==> src/rtl/fetch_pkg.sv <==
// -----------------------------------------------------------------------------
// fetch_pkg
// Shared definitions for the instruction-fetch front end.
//   fetch_entry_t : {pc, instr} pair as seen by ID (32-bit core build)
//   INSTR_BYTES   : fetch stride in bytes
//   NOP           : canonical bubble instruction (addi x0, x0, 0)
// -----------------------------------------------------------------------------
package fetch_pkg;

  localparam int CORE_XLEN   = 32;
  localparam int INSTR_BYTES = 4;

  localparam logic [CORE_XLEN-1:0] NOP = 32'h0000_0013;

  typedef struct packed {
    logic [CORE_XLEN-1:0] pc;
    logic [CORE_XLEN-1:0] instr;
  } fetch_entry_t;

endpackage : fetch_pkg

==> src/rtl/fetch_fifo.sv <==
// -----------------------------------------------------------------------------
// fetch_fifo
// Generic circular buffer used both as the prefetch queue and as the in-flight
// PC FIFO. Push while full is accepted only when a pop happens in the same
// cycle. Flush empties the buffer in one cycle.
// Parameters: DEPTH (power of two, >= 2), WIDTH (entry width in bits)
// Ports:
//   clk, reset      : clock, synchronous active-high reset
//   flush           : drop all entries
//   push, push_data : write an entry at the tail
//   pop             : remove the head entry
//   head            : current head entry (undefined contents while empty)
//   count           : number of stored entries
//   full, empty     : occupancy flags
// -----------------------------------------------------------------------------
module fetch_fifo #(
  parameter  int DEPTH = 4,
  parameter  int WIDTH = 32,
  localparam int AW    = $clog2(DEPTH),
  localparam int CW    = $clog2(DEPTH + 1)
) (
  input  logic             clk,
  input  logic             reset,
  input  logic             flush,
  input  logic             push,
  input  logic [WIDTH-1:0] push_data,
  input  logic             pop,
  output logic [WIDTH-1:0] head,
  output logic [CW-1:0]    count,
  output logic             full,
  output logic             empty
);

  logic [WIDTH-1:0] mem [DEPTH];
  logic [AW-1:0]    wr_ptr;
  logic [AW-1:0]    rd_ptr;
  logic             do_push;
  logic             do_pop;

  assign empty   = (count == '0);
  assign full    = (count == CW'(DEPTH));
  assign do_pop  = pop && !empty;
  assign do_push = push && (!full || do_pop);
  assign head    = mem[rd_ptr];

  // NOTE: state registers use non-blocking assignments so every flop samples
  // the pre-edge values, independent of statement order.
  always_ff @(posedge clk) begin
    if (reset || flush) begin
      wr_ptr <= '0;
      rd_ptr <= '0;
      count  <= '0;
    end else begin
      if (do_push) wr_ptr <= wr_ptr + AW'(1);
      if (do_pop)  rd_ptr <= rd_ptr + AW'(1);
      case ({do_push, do_pop})
        2'b10:   count <= count + CW'(1);
        2'b01:   count <= count - CW'(1);
        default: count <= count;
      endcase
    end
  end

  // NOTE: storage is deliberately not reset; validity is tracked by the
  // pointers and count, so resetting the array would only add reset fanout.
  always_ff @(posedge clk) begin
    if (do_push) mem[wr_ptr] <= push_data;
  end

endmodule : fetch_fifo

==> src/rtl/fetch_queue.sv <==
// -----------------------------------------------------------------------------
// fetch_queue
// Instruction-fetch front end: credit-based prefetch queue with an in-order,
// multi-outstanding instruction-memory interface of arbitrary latency. Branch
// redirects flush the queue and mark in-flight responses for discard.
// Optional build macro: FETCH_BYPASS_EN -- when defined, a response arriving
// at an empty queue is presented to ID combinationally in the same cycle.
// Parameters: XLEN (PC/instr width), DEPTH (queue entries), RESET_PC
// Ports:
//   clk, reset                      : clock, synchronous active-high reset
//   redirect_valid, redirect_pc     : taken branch from EX and its target
//   imem_req_valid/ready, imem_addr : fetch request channel
//   imem_rsp_valid, imem_rsp_data   : in-order fetch responses
//   id_valid/ready, id_pc, id_instr : head-of-queue handshake to ID
// -----------------------------------------------------------------------------
module fetch_queue
  import fetch_pkg::*;
#(
  parameter int              XLEN     = 32,
  parameter int              DEPTH    = 4,
  parameter logic [XLEN-1:0] RESET_PC = '0
) (
  input  logic            clk,
  input  logic            reset,
  input  logic            redirect_valid,
  input  logic [XLEN-1:0] redirect_pc,
  output logic            imem_req_valid,
  input  logic            imem_req_ready,
  output logic [XLEN-1:0] imem_addr,
  input  logic            imem_rsp_valid,
  input  logic [XLEN-1:0] imem_rsp_data,
  output logic            id_valid,
  input  logic            id_ready,
  output logic [XLEN-1:0] id_pc,
  output logic [XLEN-1:0] id_instr
);

  localparam int              CW      = $clog2(DEPTH + 1);
  localparam logic [CW:0]     CREDITS = (CW + 1)'(DEPTH);
  localparam logic [XLEN-1:0] PC_STEP = XLEN'(INSTR_BYTES);

  typedef struct packed {
    logic [XLEN-1:0] pc;
    logic [XLEN-1:0] instr;
  } entry_t;

  logic [XLEN-1:0] fetch_pc;
  logic [CW-1:0]   discard;
  logic [CW-1:0]   q_count;
  logic [CW-1:0]   outstanding;
  logic [CW:0]     credit_used;
  logic            q_full, q_empty, pcf_full, pcf_empty;
  entry_t          q_head, q_wdata;
  logic [XLEN-1:0] pcf_head;
  logic            accept, rsp_keep, rsp_drop;
  logic            q_push, q_pop;
  logic            bypass_hit, bypass_take;
  logic            unused_flags;

  // Every issued request reserves a queue slot until its instruction leaves,
  // so the queue can never overflow whatever the memory latency.
  assign credit_used    = {1'b0, q_count} + {1'b0, outstanding};
  assign imem_req_valid = !reset && !redirect_valid && (credit_used < CREDITS);
  assign imem_addr      = fetch_pc;
  assign accept         = imem_req_valid && imem_req_ready;

  // A response in the redirect cycle belongs to the old path: always dropped.
  assign rsp_keep = imem_rsp_valid && !redirect_valid && (discard == '0);
  assign rsp_drop = imem_rsp_valid && !rsp_keep;

`ifdef FETCH_BYPASS_EN
  assign bypass_hit = q_empty && rsp_keep;
`else
  assign bypass_hit = 1'b0;
`endif
  assign bypass_take = bypass_hit && id_ready;

  assign q_push   = rsp_keep && !bypass_take;
  assign q_pop    = !redirect_valid && !q_empty && id_ready;
  assign q_wdata  = '{pc: pcf_head, instr: imem_rsp_data};

  // Masked in the redirect cycle so ID never consumes a wrong-path instruction.
  assign id_valid = !reset && !redirect_valid && (!q_empty || bypass_hit);

  // NOTE: combinational outputs get a default first so no path leaves them
  // unassigned, which would otherwise infer a latch.
  always_comb begin
    id_pc    = '0;
    id_instr = '0;
    if (!q_empty) begin
      id_pc    = q_head.pc;
      id_instr = q_head.instr;
    end else if (bypass_hit) begin
      id_pc    = pcf_head;
      id_instr = imem_rsp_data;
    end
  end

  always_ff @(posedge clk) begin
    if (reset) begin
      fetch_pc <= RESET_PC;
      discard  <= '0;
    end else if (redirect_valid) begin
      // Low target bits are cleared silently; alignment faults are EX's job.
      fetch_pc <= {redirect_pc[XLEN-1:2], 2'b00};
      // Everything still in flight (old discards plus live requests) must be
      // dropped, less the response that retires in this very cycle.
      discard  <= discard + outstanding - {{(CW-1){1'b0}}, imem_rsp_valid};
    end else begin
      if (accept)   fetch_pc <= fetch_pc + PC_STEP;
      if (rsp_drop) discard  <= discard - CW'(1);
    end
  end

  fetch_fifo #(
    .DEPTH (DEPTH),
    .WIDTH (2 * XLEN)
  ) u_entry_q (
    .clk       (clk),
    .reset     (reset),
    .flush     (redirect_valid),
    .push      (q_push),
    .push_data (q_wdata),
    .pop       (q_pop),
    .head      (q_head),
    .count     (q_count),
    .full      (q_full),
    .empty     (q_empty)
  );

  // Tags each live request with its PC; its occupancy is the outstanding count.
  fetch_fifo #(
    .DEPTH (DEPTH),
    .WIDTH (XLEN)
  ) u_inflight_pc (
    .clk       (clk),
    .reset     (reset),
    .flush     (redirect_valid),
    .push      (accept),
    .push_data (fetch_pc),
    .pop       (rsp_keep),
    .head      (pcf_head),
    .count     (outstanding),
    .full      (pcf_full),
    .empty     (pcf_empty)
  );

  assign unused_flags = &{1'b0, q_full, pcf_full, pcf_empty, redirect_pc[1:0]};

endmodule : fetch_queue

==> config.mk <==
export PLATFORM = sky130hd
export DESIGN_NAME = fetch_queue
export DESIGN_NICKNAME = d
export VERILOG_FILES = /design/src/rtl/fetch_pkg.sv /design/src/rtl/fetch_fifo.sv /design/src/rtl/fetch_queue.sv
export SDC_FILE = /design/constraint.sdc
export NUM_CORES = 1
export LEC_CHECK = 0
export CORE_MARGIN = 3
export CORE_UTILIZATION = 50
export CTS_CLUSTER_SIZE = 40
export DETAILED_ROUTE_END_ITERATION = 12
export PLACE_DENSITY = 0.77
export SLEW_MARGIN = 20
export SYNTH_ARGS = -nofsm -noshare
export SYNTH_HDL_FRONTEND = slang
export SYNTH_HIERARCHICAL = 1
export SYNTH_SLANG_ARGS = --single-unit
export TNS_END_PERCENT = 30
==> constraint.sdc <==
create_clock -name clk -period 11.4 [get_ports clk]
set_clock_uncertainty 0.1 [all_clocks]
set_input_delay 1.14 -clock clk [delete_from_list [all_inputs] [get_ports clk]]
set_output_delay 1.14 -clock clk [all_outputs]
set_load 0.02 [all_outputs]
# After elaboration in Yosys (flattened, before gate mapping)
# Memories as Yosys holds them, arrays and structs flattened. A register that Yosys moved wholly into a read port is not among the register bits.
# Cells that the tools add are included.
[totals]
in_bits = 70
memories = 2
latch_bits = 0
register_bits = 49
ramBits = 384
mem_bits_ro = 0
out_inout_bits = 98
wordCells = 78
[mem_list]
columns = ["name", "depth", "width", "rd", "rd_clocked_by_memory_dff", "wr", "line", "source"]
rows = [
  ["u_entry_q.mem", 4, 64, 1, 1, 1, "fetch_fifo.sv:34", "logic [WIDTH-1:0] mem [DEPTH];"],
  ["u_inflight_pc.mem", 4, 32, 1, 1, 1, "fetch_fifo.sv:34", ""],
]
[op_classes]
addsub = 13
n_mux = 16
n_bitwise = 0
div_mod_pow = 0
eq_ne = 6
n_reduce_logical = 31
order_cmp = 1
multipliers = 0
shifts = 0
[ops]
columns = ["op", "n"]
rows = [
  ["2-to-1 mux 32 bit", 4],
  ["adder 32 x 3 -> 32 bit (second input constant)", 1],
  ["logical AND 1 bit", 13],
  ["case mux 3 bit (2 select lines)", 2],
  ["zero test 3 bit", 3],
  ["subtractor 3 x 1 -> 3 bit (second input constant)", 3],
  ["adder 2 x 1 -> 2 bit (second input constant)", 4],
  ["2-to-1 mux 2 bit", 4],
  ["nonzero test 2 bit", 4],
  ["zero test 1 bit", 7],
  ["adder 3 x 1 -> 3 bit (second input constant)", 2],
  ["== test 3 bit (second input constant)", 2],
  ["2-to-1 mux 3 bit", 2],
  ["adder 3 x 3 -> 4 bit", 1],
  ["== test 2 x 1 -> 1 bit (second input constant)", 2],
  ["== test 2 bit (second input constant)", 2],
  ["< comparator 4 x 3 -> 1 bit (second input constant)", 1],
  ["2-to-1 mux 1 bit", 4],
  ["adder 3 bit", 1],
  ["logical OR 1 bit", 3],
  ["subtractor 3 x 1 -> 3 bit", 1],
  ["OR reduction 2 bit", 1],
]

# Longest topological paths before layout
# Gate-level depths: netlist (run 1).
[depth]
ltp_word = 9
ltp_mapped = 13
mapped_depth_nobuf = 10

# Cells and area by module
# Netlist (run 1), hierarchy kept.
[modules_own_cells]
columns = ["mod", "cells_per_inst", "instances", "area_each_um2"]
rows = [
  ["fetch_fifo at u_entry_q", 391, 1, 9744.3],
  ["fetch_fifo at u_inflight_pc", 235, 1, 5217.5],
  ["fetch_queue", 356, 1, 2592.5],
]

# Worst setup path after synthesis (run 1)
# Ideal clock, no wire load.
[synth_path]
kind = "input port to flip-flop"
start = "input redirect_valid"
end = "memory u_entry_q/mem[0][0] in the netlist's numbering, enable pin"
n_path_buf = 3
slack_ns = 6.703
path_stages = 7
arrival_time_ns = 4.168
setup_time_ns = 0.429
path_cell_list = "clkbuf_1 clkbuf_1 clkbuf_1 nor3b_1 nor4b_2 nor2b_2 and2_1"
[synth_between]
elab_chain_len = 8
word_cells_on_any_way = 10
cone_classes = "2 x mux; 8 x reduce/logical"
[synth_lines]
columns = ["item", "line", "source"]
rows = [
  ["start: declaration", "fetch_queue.sv:25", "input logic redirect_valid,"],
  ["zero test 1 bit", "fetch_queue.sv:79", "assign q_pop = !redirect_valid && !q_empty && id_ready;"],
  ["logical AND 1 bit (2 in series)", "fetch_queue.sv:79", ""],
  ["named net q_pop", "fetch_queue.sv:56", "logic q_push, q_pop;"],
  ["logical AND 1 bit", "fetch_fifo.sv:42", "assign do_pop = pop && !empty;"],
  ["logical OR 1 bit", "fetch_fifo.sv:43", "assign do_push = push && (!full || do_pop);"],
  ["logical AND 1 bit", "fetch_fifo.sv:43", ""],
  ["2-to-1 mux 1 bit", "fetch_fifo.sv:67", "if (do_push) mem[wr_ptr] <= push_data;"],
  ["2-to-1 mux 1 bit (not written as such)", "fetch_fifo.sv:67", ""],
  ["end: declaration", "fetch_fifo.sv:34", ""],
]
# The timed path passes the listed nets, and every way through them passes these cells.

==> impl_metrics.toml, run 1 <==
[cts]
cts.clk_slew.worst_paths_ns = 0.06
htreeDepth = 2
cts_buffer_depth = 3
cts_tree = "yes"
cts.sinks = 435
cts-root-buf = "clkbuf_16"
clk_latency_ns = 0.54
postCtsHoldBufs = 0
cts_setup_buffers = 0
cts.repair.resized = 0
cts_buffers = 44

[setup_path]
critPathMaxFanout = 47
arrival_ns = 3.35
r2r_end = "u_inflight_pc/count[1]"
path_cells = "buf_4 > mux4_2 > nor2b_1 > clkdlybuf4s50_1"
worst_setup_path_end_kind = "output pin"
timing.rr.start = "u_inflight_pc/count[2]"
rr_worst_depth = 11
cpMaxStageDelayCell = "buf_4"
cp.required_ns = 10.16
r2r_slack_ns = 7.75
startpoint_type = "flip-flop"
cpPeakStageDelay_ns = 0.80
worstSetupPathType = "flip-flop to output pin"

[pwr]
leakage_uw = 0.00652
p_per_area_nw_per_um2 = 159
ir_worst_vdd_mv = 0.106

[finish]
drive_gt1_share_pct = 17.0
antenna_cells = 0
syn_to_final_growth_pct = 19.8
final_cell_area_um2 = 21000
nets = 1242

[floorplan]
coreArea_um2 = 34000
num_rows = 67
die_h_um = 193
start_util_pct = 51.5
fp.dieArea_um2 = 37400
fp.dieW_um = 193
ios = 168

[yosys]
yosysWarnings = 6
synth_area_per_cell_um2 = 17.9
synthCells = 979
netlist_area_um2 = 17500

[routing]
dr_total_vias = 9418
via_per_inst = 5.76
firstDrtPassIters = 5
drc = 0
drtIter0Drc = 741
totalWireLength_um = 34800
post_drt_wl_per_cell_um = 21.3
ant_nets = 0

[global_route]
grt_overflow = 0
grt_pass1_wl_um = 55500
grt_start_max_net_pins = 65
antenna_found_initial = 0
grt_pass1_vias = 9829
grt_use_total_pct = 18.5

[worst_hold_path]
holdPathStages = 2
hold_start = "u_inflight_pc/wr_ptr[1]"
hold-path-endpoint = "u_inflight_pc/wr_ptr[1]"
hp-class = "flip-flop to flip-flop"

[sta]
hold_ws_ns = 0.428
hold_viol = 0
post-route-period-util_pct = 40.2
final_max_slew_viol_count = 0
fmax_ghz = 0.218
final.setup.tns_ns = 0
rsz0062_at_grt = "false"
worstMarginPinSlew_ns = 1.09
setup_viol = 0
relSlewSlack_pct = 27.7
final.min_clock_period_ns = 4.59

[placement]
gp_congestion = 0.831
port_buffers = 163
dp.final_hpwl_um = 20000
dpl_cell_area_um2 = 19600

[outcome]
status = "complete, no violations"

[job]
maxCapViolations = 0
==> layout make-up <==
cell class,instances,area (µm²)
clock inverters,19,205
clock buffers,62,1220
fillers,2407,13000
multi-input cells,474,4660
repair buffers,175,1720
inverters,23,86.3
flip-flops and latches,435,12600
well taps,448,561
==> flip-flops by register name (all words and copies together), names as in the netlist, named ones only <==
register,flops
u_entry_q/rd_ptr,2
u_inflight_pc/mem,128
u_inflight_pc/count,3
u_entry_q/wr_ptr,2
u_entry_q/mem,256
u_inflight_pc/rd_ptr,2
discard,3
u_entry_q/count,3
u_inflight_pc/wr_ptr,2
imem_addr,30
==> cells in the final DEF (no fill, tap or decap), drive strengths merged, types with 15 or more instances in the layout <==
cell type,n
a21oi,38
clkbuf,62
clkdlybuf4s50,163
dfxtp,51
edfxtp,384
ha,16
inv,24
mux4,96
nand2,28
nand3,19
nor2,35
nor2b,66
o21ai,15
==> worst max-delay path by stage <==
stage,slack [ns],depth (start not counted),end
final,6.81,4,id_pc[30]
after global routing,6.52,4,id_pc[21]
after CTS,6.69,4,id_pc[30]
after detailed placement,6.91,6,u_entry_q/mem[3][25]
after global placement,6.92,6,u_entry_q/mem[0][24]
after floorplan,6.70,7,u_entry_q/mem[0][0]
==> power by group <==
group | switching, µW | internal (µW)
sequential | 25.9 | 1760
clock | 566 | 839
combinational | 74.1 | 70.1
==> per-layer routing <==
metal,vias up,track usage [%],share of wire [%]
met5,-,0,0
met3,54,3.55,6.5
li1,4251,-,-
met4,0,4.55,1.9
met2,335,30.5,49
met1,4778,26.0,43
==> critical path, delay by kind of cell, from the launching register on <==
| kind | cells | cell delay, ns |
|---|---|---|
| mux | 1 | 0.62 |
| flops | 1 | 0.59 |
| simple gates | 1 | 0.15 |
| buf+inv | 2 | 1.40 |
==> per-stage QoR <==
| stage | cells | utilization (%) | power (µW) | setup WS, ns |
|---|---|---|---|---|
| CTS | 1636 | 61.7 | 3370 | 6.69 |
| floorplan | 988 | - | 1890 | 6.70 |
| global placement | 1555 | 57.6 | 1960 | 6.92 |
| finish | 1636 | 61.7 | 3340 | 6.81 |
| detailed placement | 1555 | 57.6 | 1960 | 6.91 |
| global route | 1636 | 61.7 | 3450 | 6.52 |
Power figures use the tool's default switching activity.
==> inputs of run 2 (changes only) <==
- clock period: 11.4 -> 4.6 ns (I/O delays scaled with it)
==> impl_metrics.toml, run 2 (same netlist as run 1, synthesis figures left out) <==
[cts]
cts.repair.resized = 0
cts.sinks = 435
cts_tree = "yes"
postCtsHoldBufs = 0
clk_latency_ns = 0.53
htreeDepth = 2
cts_buffers = 43
cts_setup_buffers = 0
cts_buffer_depth = 3
cts.clk_slew.worst_paths_ns = 0.06
cts-root-buf = "clkbuf_16"

[routing]
firstDrtPassIters = 5
via_per_inst = 5.73
dr_total_vias = 9400
totalWireLength_um = 35100
drtIter0Drc = 568
ant_nets = 0
post_drt_wl_per_cell_um = 21.4
drc = 0

[setup_path]
r2r_slack_ns = 1.49
timing.rr.start = "discard[0]"
worstSetupPathType = "flip-flop to output pin"
startpoint_type = "flip-flop"
path_cells = "buf_4 > mux4_2 > nor2b_1 > clkdlybuf4s50_1"
worst_setup_path_end_kind = "output pin"
critPathMaxFanout = 22
cpPeakStageDelay_ns = 0.69
cp.required_ns = 4.04
cpMaxStageDelayCell = "dfxtp_4"
arrival_ns = 2.92

[floorplan]
coreArea_um2 = 34000
ios = 168
fp.dieW_um = 193
num_rows = 67
start_util_pct = 51.5
die_h_um = 193
fp.dieArea_um2 = 37400

[finish]
final_cell_mix = "edfxtp_1, clkdlybuf4s50_1, mux4_2"
regArea_um2 = 12600
drive_gt1_share_pct = 18.1
final_cell_area_um2 = 21200
nets = 1250
fillers = 2415
syn_to_final_growth_pct = 20.9
largest_reg_flops = 256
max_flop_register = "u_entry_q/mem"
multi_input_area_um2 = 4660
antenna_cells = 0
fin_util_pct = 62.3
mostFrequentLayoutCell = "edfxtp_1"

[sta]
final.min_clock_period_ns = 3.48
hold_ws_ns = 0.394
final.setup.tns_ns = 0
relSlewSlack_pct = 46.4
final_max_slew_viol_count = 0
post-route-period-util_pct = 75.8
hold_viol = 0
setup_viol = 0
rsz0062_at_grt = "false"
fmax_ghz = 0.287
worstMarginPinSlew_ns = 0.803

[placement]
dp.final_hpwl_um = 20800
gp_congestion = 0.833
dpl_cell_area_um2 = 19700
port_buffers = 163

[pwr]
combPwrFrac_pct = 4.3
ir_worst_vdd_mv = 0.357
sw_frac_of_total_pct = 19.6
seq_power_share_pct = 52.5
clkPwrFrac_pct = 43.3
leakage_uw = 0.00661
switchingPower_uw = 1660
p_per_area_nw_per_um2 = 398
total_power_uw = 8440
power.internal_uw = 6780

[global_route]
grt_use_total_pct = 19.0
antenna_found_initial = 0
grt_pass1_vias = 9978
grt_pass1_wl_um = 56600
grt_overflow = 0
grt_start_max_net_pins = 66

[worst_hold_path]
hp-class = "input pin to flip-flop"
hold_start = "redirect_pc[18]"

[job]
maxCapViolations = 0

[outcome]
status = "complete, no violations"
-- run 2: changes by cell type in the layout (fill, tap and decap cells not counted), sizes merged --
cell,previous run,this run
clkinvlp,1,4
clkinv,13,12
bufinv,4,8
buf,12,21
clkbuf,62,54
inv,24,22
-- run 2: worst paths after layout --
kind,endpoint,depth (start not counted)
min,imem_addr[18],3
min reg2reg,u_inflight_pc/wr_ptr[0],2
max,id_instr[15],4
max reg2reg,u_entry_q/mem[2][2],7
-- run 2: worst max-delay path: cells and delay by family, from the launching register on --
family,cells,cell delay [ns]
muxes,1,0.54
DFF,1,0.69
and+or+nand+nor,1,0.15
buffers and inverters,2,0.99
-- run 2: per-stage QoR --
step                      setup WS (ns)  std cells
after global placement             1.03       1564
after floorplan                   0.583        988
after global routing              0.926       1641
after CTS                          1.01       1641
final                              1.12       1641
after detailed placement          0.989       1564
-- run 2: layout make-up --
cell class	count	share of cell area, %
multi-input cells	474	22.0
flip-flops and latches	435	59.2
repair buffers	184	8.73
inverters	23	0.407
clock inverters	23	1.56
clock buffers	54	5.47
well taps	448	2.64
-- run 2: metal layers --
layer  vias to the layer above  GRT usage (%)  part of all wire, %
met2                       316           31.8                   49
met4                         0           4.74                  2.1
met5                         -              0                    0
met1                      4774           26.3                   42
met3                        56           3.34                  6.1
li1                       4254              -                    -
-- run 2: power by group through the flow --
| stage | logic [µW] | registers, µW | clock network (µW) |
|---|---|---|---|
| final | 361 | 4430 | 3650 |
| after global routing | 395 | 4430 | 3910 |
| after CTS | 366 | 4430 | 3720 |
| after detailed placement | 363 | 4510 | 0 |
| after global placement | 356 | 4500 | 0 |
| after floorplan | 178 | 4510 | 0 |
